<file path="config.mk">
export PLATFORM = sky130hd
export DESIGN_NAME = instr_fetch
export DESIGN_NICKNAME = d
export VERILOG_FILES = /design/src/rtl/cpu_pkg.sv /design/src/rtl/opcode_legal.sv /design/src/rtl/instr_fetch.sv
export SDC_FILE = /design/constraint.sdc
export NUM_CORES = 1
export LEC_CHECK = 0
export BUFFER_PORTS_ARGS = -buffer_cell sky130_fd_sc_hd__clkbuf_2
export CORE_MARGIN = 8
export CORE_UTILIZATION = 25
export DETAILED_ROUTE_END_ITERATION = 6
export PLACE_DENSITY = 0.58
export SETUP_SLACK_MARGIN = 0.15
export SYNTH_ARGS = -nofsm -noshare
export SYNTH_HDL_FRONTEND = slang
export SYNTH_SLANG_ARGS = --single-unit
</file>
<file path="constraint.sdc">
create_clock -name clk -period 2 [get_ports clk]
set_clock_uncertainty 0.2 [all_clocks]
set_input_delay 0.4 -clock clk [delete_from_list [all_inputs] [get_ports clk]]
set_output_delay 0.4 -clock clk [all_outputs]
set_load 0.03 [all_outputs]
</file>
<file path="src/rtl/cpu_pkg.sv">
// Shared CPU definitions: opcode encodings, fetch FSM states, PC step.
// Reused by the control decoder.
package cpu_pkg;

   localparam logic [6:0] OP_RTYPE  = 7'b0110011;
   localparam logic [6:0] OP_LOAD   = 7'b0000011;
   localparam logic [6:0] OP_STORE  = 7'b0100011;
   localparam logic [6:0] OP_BRANCH = 7'b1100011;
   localparam logic [6:0] OP_IMM    = 7'b0010011;

   localparam int unsigned PC_INC = 4;

   typedef enum logic [2:0] {
      S_IDLE,
      S_REQ,
      S_WAIT,
      S_HOLD,
      S_HALT
   } fetch_state_t;

endpackage

</file>
<file path="src/rtl/opcode_legal.sv">
// Combinational membership test of an opcode against the supported set.
// Only instantiated when FETCH_ILLEGAL_CHECK_EN is defined.
module opcode_legal
   import cpu_pkg::*;
(
   input  logic [6:0] op,
   output logic       legal
);

   always_comb begin
      legal = 1'b0;
      case (op)
         OP_RTYPE, OP_LOAD, OP_STORE, OP_BRANCH, OP_IMM: legal = 1'b1;
         default:                                         legal = 1'b0;
      endcase
   end

endmodule

</file>
<file path="src/rtl/instr_fetch.sv">
// Single-outstanding instruction fetch with branch redirect and held output.
// Optional macro FETCH_ILLEGAL_CHECK_EN adds illegal_op and a sticky HALT state.
module instr_fetch
   import cpu_pkg::*;
#(
   parameter int unsigned     XLEN     = 32,
   parameter logic [XLEN-1:0] RESET_PC = '0
) (
   input  logic            clk,
   input  logic            reset,
   output logic            imem_req,
   output logic [XLEN-1:0] imem_addr,
   input  logic            imem_rvalid,
   input  logic [XLEN-1:0] imem_rdata,
   output logic            instr_valid,
   input  logic            instr_ready,
   output logic [XLEN-1:0] instr,
   output logic [6:0]      opcode,
   output logic [XLEN-1:0] pc,
`ifdef FETCH_ILLEGAL_CHECK_EN
   output logic            illegal_op,
`endif
   input  logic            branch_taken,
   input  logic [XLEN-1:0] branch_target
);

   fetch_state_t    state_q, state_d;
   logic [XLEN-1:0] fetch_pc_q, fetch_pc_d;
   logic            flush_q, flush_d;
   logic [XLEN-1:0] instr_q, pc_q;
   logic            latch;
   logic [XLEN-1:0] br_pc;
   logic            tgt_lsb_unused;

   assign br_pc          = {branch_target[XLEN-1:2], 2'b00};
   assign tgt_lsb_unused = ^branch_target[1:0];

`ifdef FETCH_ILLEGAL_CHECK_EN
   logic op_ok;

   opcode_legal u_legal (
      .op    (instr_q[6:0]),
      .legal (op_ok)
   );

   // Flag immediately in HOLD so an illegal word is never presented as valid.
   assign illegal_op  = (state_q == S_HALT) || ((state_q == S_HOLD) && !op_ok);
   assign instr_valid = (state_q == S_HOLD) && op_ok;
`else
   assign instr_valid = (state_q == S_HOLD);
`endif

   assign imem_req  = (state_q == S_REQ);
   assign imem_addr = fetch_pc_q;
   assign instr     = instr_q;
   assign pc        = pc_q;
   assign opcode    = instr_q[6:0];

   always_comb begin
      state_d    = state_q;
      fetch_pc_d = fetch_pc_q;
      flush_d    = flush_q;
      latch      = 1'b0;
      case (state_q)
         S_IDLE: state_d = S_REQ;
         S_REQ: begin
            state_d = S_WAIT;
            if (branch_taken) begin
               fetch_pc_d = br_pc;
               flush_d    = 1'b1;
            end
         end
         S_WAIT: begin
            if (branch_taken) fetch_pc_d = br_pc;
            if (imem_rvalid) begin
               // A redirect seen now or earlier makes this response stale.
               if (flush_q || branch_taken) begin
                  flush_d = 1'b0;
                  state_d = S_REQ;
               end else begin
                  latch   = 1'b1;
                  state_d = S_HOLD;
               end
            end else if (branch_taken) begin
               flush_d = 1'b1;
            end
         end
         S_HOLD: begin
`ifdef FETCH_ILLEGAL_CHECK_EN
            if (!op_ok) begin
               state_d = S_HALT;
            end else
`endif
            if (branch_taken) begin
               fetch_pc_d = br_pc;
               state_d    = S_REQ;
            end else if (instr_ready) begin
               fetch_pc_d = pc_q + XLEN'(PC_INC);
               state_d    = S_REQ;
            end
         end
`ifdef FETCH_ILLEGAL_CHECK_EN
         S_HALT: state_d = S_HALT;
`endif
         default: state_d = S_IDLE;
      endcase
   end

   always_ff @(posedge clk) begin
      if (reset) begin
         state_q    <= S_IDLE;
         fetch_pc_q <= RESET_PC;
         flush_q    <= 1'b0;
         instr_q    <= '0;
         pc_q       <= '0;
      end else begin
         state_q    <= state_d;
         fetch_pc_q <= fetch_pc_d;
         flush_q    <= flush_d;
         if (latch) begin
            instr_q <= imem_rdata;
            pc_q    <= fetch_pc_q;
         end
      end
   end

endmodule

</file>
Word level (Yosys, flattened, before mapping). Cells that the tools add are included.

Bits in registers: 100. Latch bits: 0. Bits in writable memories: 0. Bits in read-only memories: 0. Input bits: 69. Memories: 0.

$add $sub $neg: 1. Multipliers: 0. Div/mod/pow operators: 0. Order comparisons: 0. Equal/unequal tests: 7. Shift operators: 0. Multiplexer cells: 16. Bitwise logic cells: 0. Reduce and logical (&&, ||, !) cells: 8.

Operator list (count): $mux 32 (3); $pmux 32 s2 (1); $add 32x3->32 const B (1); $pmux 3 s4 (1); $mux 3 (3); $eq 3x2->1 const B (2); $mux 1 (6); $reduce_and 2->1 (2); $reduce_bool 2->1 (2); $eq 3x1->1 const B (1); $logic_not 3->1 (1); $ne 3x1->1 const B (1); $ne 3x3->1 const B (1); $reduce_and 3->1 (1); $mux 2 (1); $ne 2x1->1 const B (1); $ne 2x2->1 const B (1); $pmux 1 s2 (1); $reduce_or 2->1 (1); $logic_or 1x1->1 (1).

Logic depth before layout (Yosys ltp).
Depth after elaboration: 4. Depth in mapped cells: 9.

Worst setup path before layout. No wires, ideal clock.

Kind: reg-to-reg. Start point: reg pc_q[9] (netlist: pc[9]). End point: reg fetch_pc_q[20] (netlist: imem_addr[20]). Setup time: 132 ps. Arrival time: 1860 ps. Required time: 1668 ps. Path slack: -192 ps. Stages on the path, launching flop included: 7. Cell sequence: dfxtp_1 clkbuf_2 nand4_4 or4_4 o21a_1 o21ai_0 a21oi_1.

Longest elaborated chain between the ends: 4.

RTL lines: start, declared (RTL line instr_fetch.sv:30) `logic [XLEN-1:0] instr_q, pc_q;`; start signal, assigned (RTL line instr_fetch.sv:122) `pc_q <= fetch_pc_q;`; $add 32x3->32 (RTL line instr_fetch.sv:98) `fetch_pc_d = pc_q + XLEN'(PC_INC);`; $mux 32 (RTL line instr_fetch.sv:97) `end else if (instr_ready) begin`; $mux 32 (RTL line instr_fetch.sv:94) `if (branch_taken) begin`; $pmux 32 s2 (RTL line instr_fetch.sv:64) `case (state_q)`; end signal, assigned (RTL line instr_fetch.sv:118) `fetch_pc_q <= fetch_pc_d;`; end, declared (RTL line instr_fetch.sv:28) `logic [XLEN-1:0] fetch_pc_q, fetch_pc_d;`.

Every way passes these cells. The select of a mux whose other input is x is not followed. A chain may end at the register's enable or synchronous reset.

Worst setup path in the final report.
Start point: reg pc_q[2] (netlist: pc[2]). End point: reg fetch_pc_q[20] (netlist: imem_addr[20]).

The elaborated chain is that of the path after synthesis.

==> out/metrics.cfg <==
[die]
io_pins = 174
die_h_um = 149.5
rows = 49
initial_utilization_pct = 25.15
die_area_mm2 = 0.02236
die_w_um = 149.5
core_area_mm2 = 0.01772

[critical_path]
cp_slowest_stage_delay_ps = 460
worstPathArrival_ps = 1950
worstPathRequired_ps = 2020
r2r-start = pc[2]
critPathBufInv = 1
critPathLaunch = pc[2]
ff2ff_path_depth = 7
crit_path_start_kind = flop
endpoint_kind = flop
critPathKind = flop to flop
critical_path_depth = 7
crit_chain = ha_4 > nand3_4 > buf_6 > or4_4 > o21a_1 > o21ai_1 > a21oi_1
crit_slowest_cell = or4_4
crit_fanout = 4
cpLargestDelayFamily = simple AND/OR/NAND/NOR gates

[synth]
synth_top_area_share_pct = 44.47
yosysTopAreaCell = dfxtp_1
syn_area_mm2 = 0.004457
netlist-cell-type-count = 47
synth_edf_count = 0
synthTopCellsByArea = dfxtp_1 44%, nand2_1 14%, a21oi_1 9.2%
yosys.cell_count.top_type = nand2_1
synth-async-reset-ratio_pct = 0
syn-instance-count = 582
yosysSeqAreaShare_pct = 44.47
yosys_most_used_dff = dfxtp_1
synthTopCellsByCount = 164 x nand2_1, 99 x dfxtp_1, 82 x a21oi_1
yosys_warnings = 0
post_synth.cell_area_avg_um2 = 7.658
synth_fp_nets = 656
synth-seq-cells = 99

[placement]
port_buffers = 171
placed_cells = 976
routabilityCongestion = 0.7745
place_ws_ps = 19.68
dp_hpwl_um = 11500

[final_layout]
drive_above_1_share_pct = 41.24
fillers = 1816
fin_cells = 1017
area_growth_syn_to_layout_pct = 52.92
final_nets = 857
antenna_cells = 0

[timing]
setup_viol = 0
worst_pin_slew_ps = 361.0
hold_slack_ps = 69.28
slew_headroom_pct = 75.93
slew_violations = 0
post-route-min-period_ps = 1929
tns_ps = 0
worst_slack_ps = 70.53
hold_violations = 0
grt_setup_unrepaired = true
fmax_mhz = 518.3
fin_crit_sh_pct = 96.47

[run_status]
outcome = complete, no violations

[clock_tree]
cts_buffers = 9
cts_hold_buf = 0
cts_tree = done
root_buffer = clkbuf_16
clock_sinks = 99
htreeDepth = 3
clk_latency_ps = 350
clock_path_buffers = 2
clk_pin_slew_worst_paths_ps = 70

[routing]
drc = 0
ant_nets = 0
drt_iter0_markers = 237
via_per_inst = 4.558
first_pass_iters = 5
route.vias.total = 4635
wl_um = 16410
detail_route.wl_per_cell_um = 16.14

[global_routing]
overflow = 0
antenna_found_initial = 0
grt_max_degree = 36
first_global_vias = 4384
grt_pass1_wl_um = 24490
grt_use_total_pct = 13.85

[pwr]
finalPower_uw = 5632
powerDensity_mw_per_mm2 = 826.3
p_leak_uw = 0.002864
ir_worst_vdd_uv = 472.0

[worst_hold_path]
min_path_cells = 3
min-delay-start = imem_rdata[27]
hold_path.class = input pin to flop

[flow_run]
maxCapViolations = 0

-- worst register-to-register path, delay by kind of cell, from the launching register on --
kind / cells / cell delay, ps
fa+ha+maj: 1 / 150
simple gates: 2 / 560
flops: 1 / 370
compound gates: 3 / 390
buf+inv: 1 / 140
-- registers in the layout (all words and copies together) (netlist names) --
register	count
imem_addr	32
instr	32
pc	32
state_q	2
flush_q	1
-- repair_timing --
action | CTS | global route
resized for setup | 23 | 53
gates cloned | 2 | 1
pin swaps | 5 | 25
buffers inserted | 3 | 19
endpoints found under the setup margin | 22 | 68
-- per-layer routing --
metal  up-vias  wire length, um  global-route usage (%)
met4         0              203                   3.786
li1       2366                -                       -
met2       124             8036                   22.32
met3        14             1109                   3.840
met5         -                0                       0
met1      2131             7064                   17.78
-- per-stage QoR --
step	util, %	instance area (um^2)
final	38.46	6815
after CTS	36.26	6425
after floorplan	-	4622
after detailed placement	33.44	5926
after global placement	33.44	5926
after global routing	38.46	6815
-- logic make-up (layout without fill, tap and decap cells) --
group                    Yosys count  after routing  synth area share [%]
AND/OR/NAND/NOR                  269            269                 27.26
AO/OA/AOI/OAI                    132            132                 16.87
flip-flops                        99             99                 44.47
buffers and inverters             53            259                 5.278
XOR/XNOR                          24             24                 4.716
adder cells (fa/ha/maj)            5              5                 1.404
-- power breakdown --
part / total, uW / switching [uW] / leakage, uW / internal [uW]
combinational: 1470 / 833 / 0.00189 / 633
sequential: 2240 / 130 / 0.000817 / 2110
clock: 1930 / 766 / 0.000159 / 1160
total: 5630 / 1730 / 0.00286 / 3900
-- final timing paths --
kind | endpoint | slack (ps)
worst max-delay path | imem_addr[20] | 70
worst max register to register | imem_addr[20] | 70
worst min-delay path | instr[27] | 70
worst min register to register | instr[15] | 250
-- cells in the final DEF, fill, tap and decap left out, drive strengths merged, types with 2 or more instances in the layout --
cell    Yosys  layout
nand2     164     164
nor3       18      18
nand2b      3       3
a21boi      7       7
a31oi       2       2
bufinv      0       2
xnor2       8       8
dfxtp      99      99
o21a        2       2
o21ai      19      19
nor2       35      35
nor4       10      10
a21oi      82      82
a211oi      5       5
and2        4       4
inv         8       8
buf        19      63
xor2       16      16
clkbuf     26     183
and3        4       4
a221oi      3       3
a211o       3       3
nand4      10      10
nand3      14      14
o22ai       3       3
ha          5       5
-- layout make-up --
cell class	count	area [um^2]	area share, %
sequential	99	2029	29.78
clock inverter	4	72.57	1.065
inverter	8	30.03	0.4406
tap	229	286.5	4.204
timing repair buffer	235	1595	23.41
multi-input combinational	430	2545	37.34
clock buffer	12	256.5	3.764
(Power assumes the default switching activity.)
